[config.mk]
export PLATFORM = sky130hd
export DESIGN_NAME = qrisc32_id_flat
export DESIGN_NICKNAME = d
export VERILOG_FILES = /design/src/rtl/qrisc32_pkg.sv /design/src/rtl/qrisc32_id_if.sv /design/src/rtl/qrisc32_regfile.sv /design/src/rtl/qrisc32_id.sv /design/src/flat_wrapper.sv
export SDC_FILE = /design/constraint.sdc
export NUM_CORES = 2
export LEC_CHECK = 0
export CORE_MARGIN = 1.5
export CORE_UTILIZATION = 56
export CTS_BUF_LIST = sky130_fd_sc_hd__clkbuf_8
export CTS_CLUSTER_DIAMETER = 80
export DETAILED_ROUTE_END_ITERATION = 8
export PLACE_DENSITY = 0.78
export SETUP_SLACK_MARGIN = 0.02
export SLEW_MARGIN = 10
export SYNTH_ARGS = -nofsm -noshare
export SYNTH_HDL_FRONTEND = slang
export SYNTH_SLANG_ARGS = --single-unit
[constraint.sdc]
create_clock -name clk -period 6.2 [get_ports clk]
set_input_delay 1.24 -clock clk [delete_from_list [all_inputs] [get_ports clk]]
set_output_delay 1.24 -clock clk [all_outputs]
set_load 0.05 [all_outputs]
[src/rtl/qrisc32_pkg.sv]
// Shared types for the Qrisc32 decode stage.
// Defines micro-op codes, opcode field values and the decoded record.
package qrisc32_pkg;

    typedef enum logic [3:0] {
        OP_NOP,
        OP_LDR,
        OP_STR,
        OP_ADD,
        OP_SUB,
        OP_AND,
        OP_OR,
        OP_XOR,
        OP_SHL,
        OP_SHR,
        OP_ADDI,
        OP_JMP,
        OP_JMPR
    } op_t;

    localparam logic [5:0] OPC_LDR  = 6'd0;
    localparam logic [5:0] OPC_STR  = 6'd1;
    localparam logic [5:0] OPC_ADD  = 6'd2;
    localparam logic [5:0] OPC_SUB  = 6'd3;
    localparam logic [5:0] OPC_AND  = 6'd4;
    localparam logic [5:0] OPC_OR   = 6'd5;
    localparam logic [5:0] OPC_XOR  = 6'd6;
    localparam logic [5:0] OPC_SHL  = 6'd7;
    localparam logic [5:0] OPC_SHR  = 6'd8;
    localparam logic [5:0] OPC_ADDI = 6'd9;
    localparam logic [5:0] OPC_JMP  = 6'd10;
    localparam logic [5:0] OPC_JMPR = 6'd11;

    typedef struct packed {
        logic        valid;
        op_t         op;
        logic [4:0]  rd;
        logic [31:0] a;
        logic [31:0] b;
        logic [31:0] imm;
        logic [31:0] pc;
        logic        illegal;
    } decoded_t;

    localparam decoded_t BUBBLE = '{
        valid:   1'b0,
        op:      OP_NOP,
        rd:      5'd0,
        a:       32'd0,
        b:       32'd0,
        imm:     32'd0,
        pc:      32'd0,
        illegal: 1'b0
    };

    function automatic logic [31:0] sext16(input logic [15:0] v);
        return {{16{v[15]}}, v};
    endfunction

endpackage

[src/rtl/qrisc32_id_if.sv]
// Decoded micro-op bus from the ID stage to the EX stage.
// master drives the bus (ID), slave consumes it (EX or a bench).
interface qrisc32_id_if import qrisc32_pkg::*; ();

    logic        id_valid;
    op_t         id_op;
    logic [4:0]  id_rd;
    logic [31:0] id_a;
    logic [31:0] id_b;
    logic [31:0] id_imm;
    logic [31:0] id_pc;
    logic        id_illegal;

    modport master (
        output id_valid, id_op, id_rd, id_a, id_b, id_imm, id_pc, id_illegal
    );

    modport slave (
        input id_valid, id_op, id_rd, id_a, id_b, id_imm, id_pc, id_illegal
    );

endinterface

[src/rtl/qrisc32_regfile.sv]
// General register file: two combinational read ports, one write port.
// R0 reads as zero; a same-cycle write-back is forwarded to both read ports.
module qrisc32_regfile #(
    parameter int unsigned NREGS = 32
) (
    input  logic        clk,
    input  logic [4:0]  i_ra_idx,
    input  logic [4:0]  i_rb_idx,
    output logic [31:0] o_ra_data,
    output logic [31:0] o_rb_data,
    input  logic        i_wb_en,
    input  logic [4:0]  i_wb_reg,
    input  logic [31:0] i_wb_data
);

    logic [31:0] r_regs [NREGS];
    logic        w_wr;

    assign w_wr = i_wb_en && (i_wb_reg != '0);

    always_ff @(posedge clk) begin
        if (w_wr) begin
            r_regs[i_wb_reg] <= i_wb_data;
        end
    end

    always_comb begin
        if (i_ra_idx == '0) begin
            o_ra_data = '0;
        end else if (w_wr && (i_wb_reg == i_ra_idx)) begin
            o_ra_data = i_wb_data;
        end else begin
            o_ra_data = r_regs[i_ra_idx];
        end
    end

    always_comb begin
        if (i_rb_idx == '0) begin
            o_rb_data = '0;
        end else if (w_wr && (i_wb_reg == i_rb_idx)) begin
            o_rb_data = i_wb_data;
        end else begin
            o_rb_data = r_regs[i_rb_idx];
        end
    end

endmodule

[src/rtl/qrisc32_id.sv]
// Qrisc32 decode stage: register file, instruction decode, load-use stall
// detection and wrong-path squashing after a taken jump.
module qrisc32_id import qrisc32_pkg::*; #(
    parameter int unsigned NREGS       = 32,
    parameter int unsigned KILL_CYCLES = 2
) (
    input  logic         clk,
    input  logic         reset,
    input  logic [31:0]  instruction,
    input  logic [31:0]  pc,
    input  logic         pipe_stall,
    input  logic         new_address_valid,
    input  logic         wb_en,
    input  logic [4:0]   wb_reg,
    input  logic [31:0]  wb_data,
    output logic         id_stall,
    qrisc32_id_if.master id_bus
);

    localparam int unsigned KW = (KILL_CYCLES > 0) ? $clog2(KILL_CYCLES + 1) : 1;

    logic [5:0]    w_opc;
    logic [4:0]    w_rd;
    logic [4:0]    w_ra;
    logic [4:0]    w_rb;
    logic [4:0]    w_rb_idx;
    logic [31:0]   w_imm;
    logic [31:0]   w_ra_data;
    logic [31:0]   w_rb_data;
    logic          w_reads_ra;
    logic          w_reads_rb;
    logic          w_hazard;
    logic          w_kill;
    decoded_t      w_dec;
    decoded_t      r_out;
    logic [KW-1:0] r_kill_cnt;

    assign w_opc    = instruction[31:26];
    assign w_rd     = instruction[25:21];
    assign w_ra     = instruction[20:16];
    assign w_rb     = instruction[15:11];
    assign w_imm    = sext16(instruction[15:0]);
    assign w_rb_idx = (w_opc == OPC_STR) ? w_rd : w_rb;

    qrisc32_regfile #(
        .NREGS (NREGS)
    ) u_regfile (
        .clk       (clk),
        .i_ra_idx  (w_ra),
        .i_rb_idx  (w_rb_idx),
        .o_ra_data (w_ra_data),
        .o_rb_data (w_rb_data),
        .i_wb_en   (wb_en),
        .i_wb_reg  (wb_reg),
        .i_wb_data (w_wb_data_unused_guard(wb_data))
    );

    function automatic logic [31:0] w_wb_data_unused_guard(input logic [31:0] v);
        return v;
    endfunction

    always_comb begin
        w_dec         = BUBBLE;
        w_reads_ra    = 1'b0;
        w_reads_rb    = 1'b0;
        w_dec.valid   = 1'b1;
        w_dec.pc      = pc;
        w_dec.rd      = w_rd;
        w_dec.imm     = w_imm;
        // Legal opcodes 0..11 map one-to-one onto op_t codes 1..12.
        w_dec.op      = op_t'(w_opc[3:0] + 4'd1);
        case (w_opc)
            OPC_LDR, OPC_ADDI: begin
                w_dec.a    = w_ra_data;
                w_dec.b    = w_imm;
                w_reads_ra = 1'b1;
            end
            OPC_STR, OPC_ADD, OPC_SUB, OPC_AND, OPC_OR, OPC_XOR, OPC_SHL, OPC_SHR: begin
                w_dec.a    = w_ra_data;
                w_dec.b    = w_rb_data;
                w_reads_ra = 1'b1;
                w_reads_rb = 1'b1;
            end
            OPC_JMP: begin
                w_dec.b    = w_imm;
            end
            OPC_JMPR: begin
                w_dec.a    = w_ra_data;
                w_reads_ra = 1'b1;
            end
            default: begin
                w_dec.op      = OP_NOP;
                w_dec.rd      = '0;
                w_dec.imm     = '0;
                w_dec.illegal = 1'b1;
            end
        endcase
    end

    assign w_hazard = r_out.valid && (r_out.op == OP_LDR) && (r_out.rd != '0) &&
                      ((w_reads_ra && (w_ra == r_out.rd)) ||
                       (w_reads_rb && (w_rb_idx == r_out.rd)));
    assign w_kill   = new_address_valid || (r_kill_cnt != '0);
    assign id_stall = w_hazard && !w_kill;

    always_ff @(posedge clk) begin
        if (reset) begin
            r_out      <= BUBBLE;
            r_kill_cnt <= '0;
        end else if (!pipe_stall) begin
            r_out <= (w_kill || w_hazard) ? BUBBLE : w_dec;
            if (new_address_valid) begin
                r_kill_cnt <= KW'(KILL_CYCLES);
            end else if (r_kill_cnt != '0) begin
                r_kill_cnt <= r_kill_cnt - 1'b1;
            end
        end
    end

    assign id_bus.id_valid   = r_out.valid;
    assign id_bus.id_op      = r_out.op;
    assign id_bus.id_rd      = r_out.rd;
    assign id_bus.id_a       = r_out.a;
    assign id_bus.id_b       = r_out.b;
    assign id_bus.id_imm     = r_out.imm;
    assign id_bus.id_pc      = r_out.pc;
    assign id_bus.id_illegal = r_out.illegal;

endmodule

[src/flat_wrapper.sv]
// flat-port wrapper written by rule: the top's interface ports become plain ports
module qrisc32_id_flat import qrisc32_pkg::*;
#(
    parameter int unsigned NREGS       = 32,
    parameter int unsigned KILL_CYCLES = 2
)
  (clk, reset, instruction, pc, pipe_stall, new_address_valid, wb_en, wb_reg, wb_data, id_stall, id_bus_id_valid, id_bus_id_op, id_bus_id_rd, id_bus_id_a, id_bus_id_b, id_bus_id_imm, id_bus_id_pc, id_bus_id_illegal);
  qrisc32_id_if id_bus_i ();
  input  logic clk;
  input  logic reset;
  input  logic [31:0] instruction;
  input  logic [31:0] pc;
  input  logic pipe_stall;
  input  logic new_address_valid;
  input  logic wb_en;
  input  logic [4:0] wb_reg;
  input  logic [31:0] wb_data;
  output logic id_stall;
  output wire logic [$bits(id_bus_i.id_valid)-1:0] id_bus_id_valid;
  output wire logic [$bits(id_bus_i.id_op)-1:0] id_bus_id_op;
  output wire logic [$bits(id_bus_i.id_rd)-1:0] id_bus_id_rd;
  output wire logic [$bits(id_bus_i.id_a)-1:0] id_bus_id_a;
  output wire logic [$bits(id_bus_i.id_b)-1:0] id_bus_id_b;
  output wire logic [$bits(id_bus_i.id_imm)-1:0] id_bus_id_imm;
  output wire logic [$bits(id_bus_i.id_pc)-1:0] id_bus_id_pc;
  output wire logic [$bits(id_bus_i.id_illegal)-1:0] id_bus_id_illegal;
  assign id_bus_id_valid = id_bus_i.id_valid;
  assign id_bus_id_op = id_bus_i.id_op;
  assign id_bus_id_rd = id_bus_i.id_rd;
  assign id_bus_id_a = id_bus_i.id_a;
  assign id_bus_id_b = id_bus_i.id_b;
  assign id_bus_id_imm = id_bus_i.id_imm;
  assign id_bus_id_pc = id_bus_i.id_pc;
  assign id_bus_id_illegal = id_bus_i.id_illegal;
  qrisc32_id #(.NREGS(NREGS), .KILL_CYCLES(KILL_CYCLES)) u_core (.clk(clk), .reset(reset), .instruction(instruction), .pc(pc), .pipe_stall(pipe_stall), .new_address_valid(new_address_valid), .wb_en(wb_en), .wb_reg(wb_reg), .wb_data(wb_data), .id_stall(id_stall), .id_bus(id_bus_i));
endmodule
==> run summary <==
Final Hold Vio Count: 0
Initial antenna violation count: 12
PostCTS Resize Cnt: 0
Layout cell share with drive strength beyond 1: 0.191
CP max-delay cell: or4_1
Yosys warns: 0
CP cell instances: clkdlybuf4s50_1 -> or4_1 -> buf_4 -> o21ai_1 -> a21oi_1 -> a211oi_2 -> a21oi_1 -> nor3_1 -> buf_12
Core area: 95,300 um^2
Clk_skew: 0.0323 ns
First-pass GRT wire length: 253,000 um
Max Freq: 185 MHz
Slew margin rel.: 0.156
Placement Setup Slack: 0.853 ns
Setup TNS: 0 ns
Grt ovf: 0
H-tree lvl count: 4
Area grow syn2layout: 14.7%
LEAKAGE: 20.5 nW
CTS tree: built
Cell variety after synth: 72
CP Buf/Inv Count: 3
Antenna viol nets, final: 0
CP required: 4.96 ns
Most frequent CP cell: a21oi_1
Routed vias: 39,469
Netlist Area Pre-Place: 54,100 um^2
Vias per inst: 7.33
Avg WL per Cell: 32.6 um
DR iter-0 viols: 6,937
Detailed Route WL: 175,000 um
Crit path launch type: input pin
RD Place Congestion: 0.874
Vias in the first global route: 38,116
# nets final: 4,073
Avg Inst Size Synth: 14.4 um^2
DRT Pass-1 Iters: 6
Period Utilization, post-route: 0.872
Post-synth top flop: edfxtp_1
Number of synthesized flops with an enable pin: 1,024
DR DRC count: 0
Die footprint: 98,400 um^2
Initial Utilization: 0.567
Power per Cell Area: 266 nW/um^2
Die width: 314 um
Clock Pin Slew Worst Setup and Hold Paths: 0.06 ns
Worst slew pin tran: 1.26 ns
Status: completed
Hold/Removal Path Class: reg -> reg
Fin worst setup slack: 0.795 ns
Clock root buffer: clkbuf_8
Largest delay share family, worst path: simple AND/OR/NAND/NOR gates
Largest net degree at the start of global routing: 131
Fin crit period: 5.40 ns
Port Buf Inserts: 245
DP Cell Count: 5,048
CTS Sinks: 1,149
Postcts setup bufs: 0
Post-synthesis sequential area ratio: 0.615
Worst-path fanout max: 10
Core Util, Final: 0.651
Final setup violation count: 0
Max-slew violation count: 0
Core Rows: 113
Crit path arrival time: 4.16 ns
Layout Cells excl Fill: 5,383
Async S/R FF share, synth: 0
Clock Path Buffers: 3
Cell count after synthesis: 3,743
GRT Overall Usage: 0.354
Final HPWL DP: 99,400 um
Num CTS Buffers: 177
Critical path class: in -> out
#FFs+latches synth: 1,149
PnR Total Power: 16.5 mW
Critical Path End Type: primary output
Max IR drop VDD: 0.000216 V
Clock Latency Late Sink: 0.87 ns
Max Cap Viol: 0
Die height: 314 um
RSZ-0062 raised after global routing: no
Hold buffers post-CTS: 0
Slowest stage delay, CP: 0.68 ns
# IOs: 246
## synthesized netlist by cell type, types with 22 or more instances
cell type  count  area, um^2
a211oi_1      67         503
a21oi_1      118         591
a221oi_1      68         596
a22o_1        25         219
a22oi_1       98         736
a311oi_1      58         508
a31oi_1       54         338
a32oi_1       45         394
and3_1        70         438
buf_1         46         173
buf_2         55         275
buf_4         22         165
clkbuf_1     244         916
dfxtp_1      125        2500
edfxtp_1    1024       30700
mux2i_1      191        1910
mux4_2       320        7210
nand2_1      307        1150
nand3_1      179         896
nor2_1       144         541
nor3_1        22         110
o21ai_0      180         901
o221ai_1      35         307
o22ai_1       47         294
## final cells by class
class                   instances  area, um^2
inverters                      12        45.0
multi-input cells            2243       19800
clock inverters               122         639
fillers                      6556       33300
diodes                          6        15.0
flip-flops and latches       1149       33300
repair buffers                379        3830
well taps                    1265        1580
clock buffers                 207        2850
## layout by cell type, fill, tap and decap left out, types with 19 or more instances in the layout
cell type / count
a211oi_1: 67
a21oi_1: 118
a221oi_1: 68
a22o_1: 25
a22oi_1: 98
a311oi_1: 58
a31oi_1: 54
a32oi_1: 45
and3_1: 69
buf_12: 31
buf_4: 106
clkbuf_8: 207
clkdlybuf4s50_1: 235
clkinv_1: 27
clkinv_2: 19
conb_1: 32
dfxtp_1: 125
edfxtp_1: 1024
inv_1: 71
mux2i_1: 189
mux4_2: 320
nand2_1: 302
nand3_1: 177
nor2_1: 110
nor2_4: 34
nor3_1: 22
o21ai_0: 180
o221ai_1: 35
o22ai_1: 47
## flip-flops by register name (all words and copies together) (netlist names)
signal / count
u_core.u_regfile.r_regs: 1024
u_core.id_bus.id_a: 32
u_core.id_bus.id_b: 32
u_core.id_bus.id_pc: 32
u_core.id_bus.id_imm: 16
u_core.id_bus.id_rd: 5
u_core.id_bus.id_op: 4
u_core.r_kill_cnt: 2
u_core.id_bus.id_illegal: 1
u_core.id_bus.id_valid: 1
## tightest hold or removal path: cells and delay by family, from the launching register on
kind / cells / cell delay (ns)
DFF: 1 / 0.32
AOI/OAI and AO/OA: 1 / 0.05
and+or+nand+nor: 1 / 0.04
## per-stage QoR
stage / area [um^2] / hold slack, ns
6_report: 62000 / 0.450
5_1_grt: 62000 / 0.472
4_1_cts: 62000 / 0.456
3_5_place_dp: 58500 / 0.442
3_3_place_gp: 58500 / 0.436
2_1_floorplan: 54200 / 0.450
## power breakdown
group          switching [mW]  leakage (nW)  internal [mW]
sequential             0.0592          10.3           8.55
clock                    2.98          2.01           3.21
combinational            1.07          8.20          0.646
total                    4.11          20.5           12.4
## kinds of logic after synthesis
kind of cell             synth area share
other                           0.0000694
adder cells (fa/ha/maj)           0.00116
AO/OA/AOI/OAI                       0.115
flip-flops                          0.615
AND/OR/NAND/NOR                    0.0672
multiplexers                        0.169
XOR/XNOR                          0.00292
buffers and inverters              0.0297
## worst paths after layout
| path | start | to | slack, ns | depth (start not counted) |
|---|---|---|---|---|
| setup / recovery | instruction[29] | id_stall | 0.80 | 9 |
| hold / removal | u_core.id_bus.id_a[6] | u_core.id_bus.id_a[6] | 0.45 | 2 |
| hold reg to reg | u_core.id_bus.id_a[6] | u_core.id_bus.id_a[6] | 0.45 | 2 |
| setup reg to reg | u_core.id_bus.id_op[0] | u_core.id_bus.id_b[4] | 3.12 | 9 |
## routing by layer
metal / global-route usage / part of all wire / up-vias
met3: 0.115 / 0.16 / 673
met4: 0.178 / 0.054 / 8
li1: - / - / 15708
met5: 0 / 0.00031 / -
met1: 0.472 / 0.34 / 19366
met2: 0.526 / 0.45 / 3714
No activity file was read; power rests on OpenSTA's default activity.
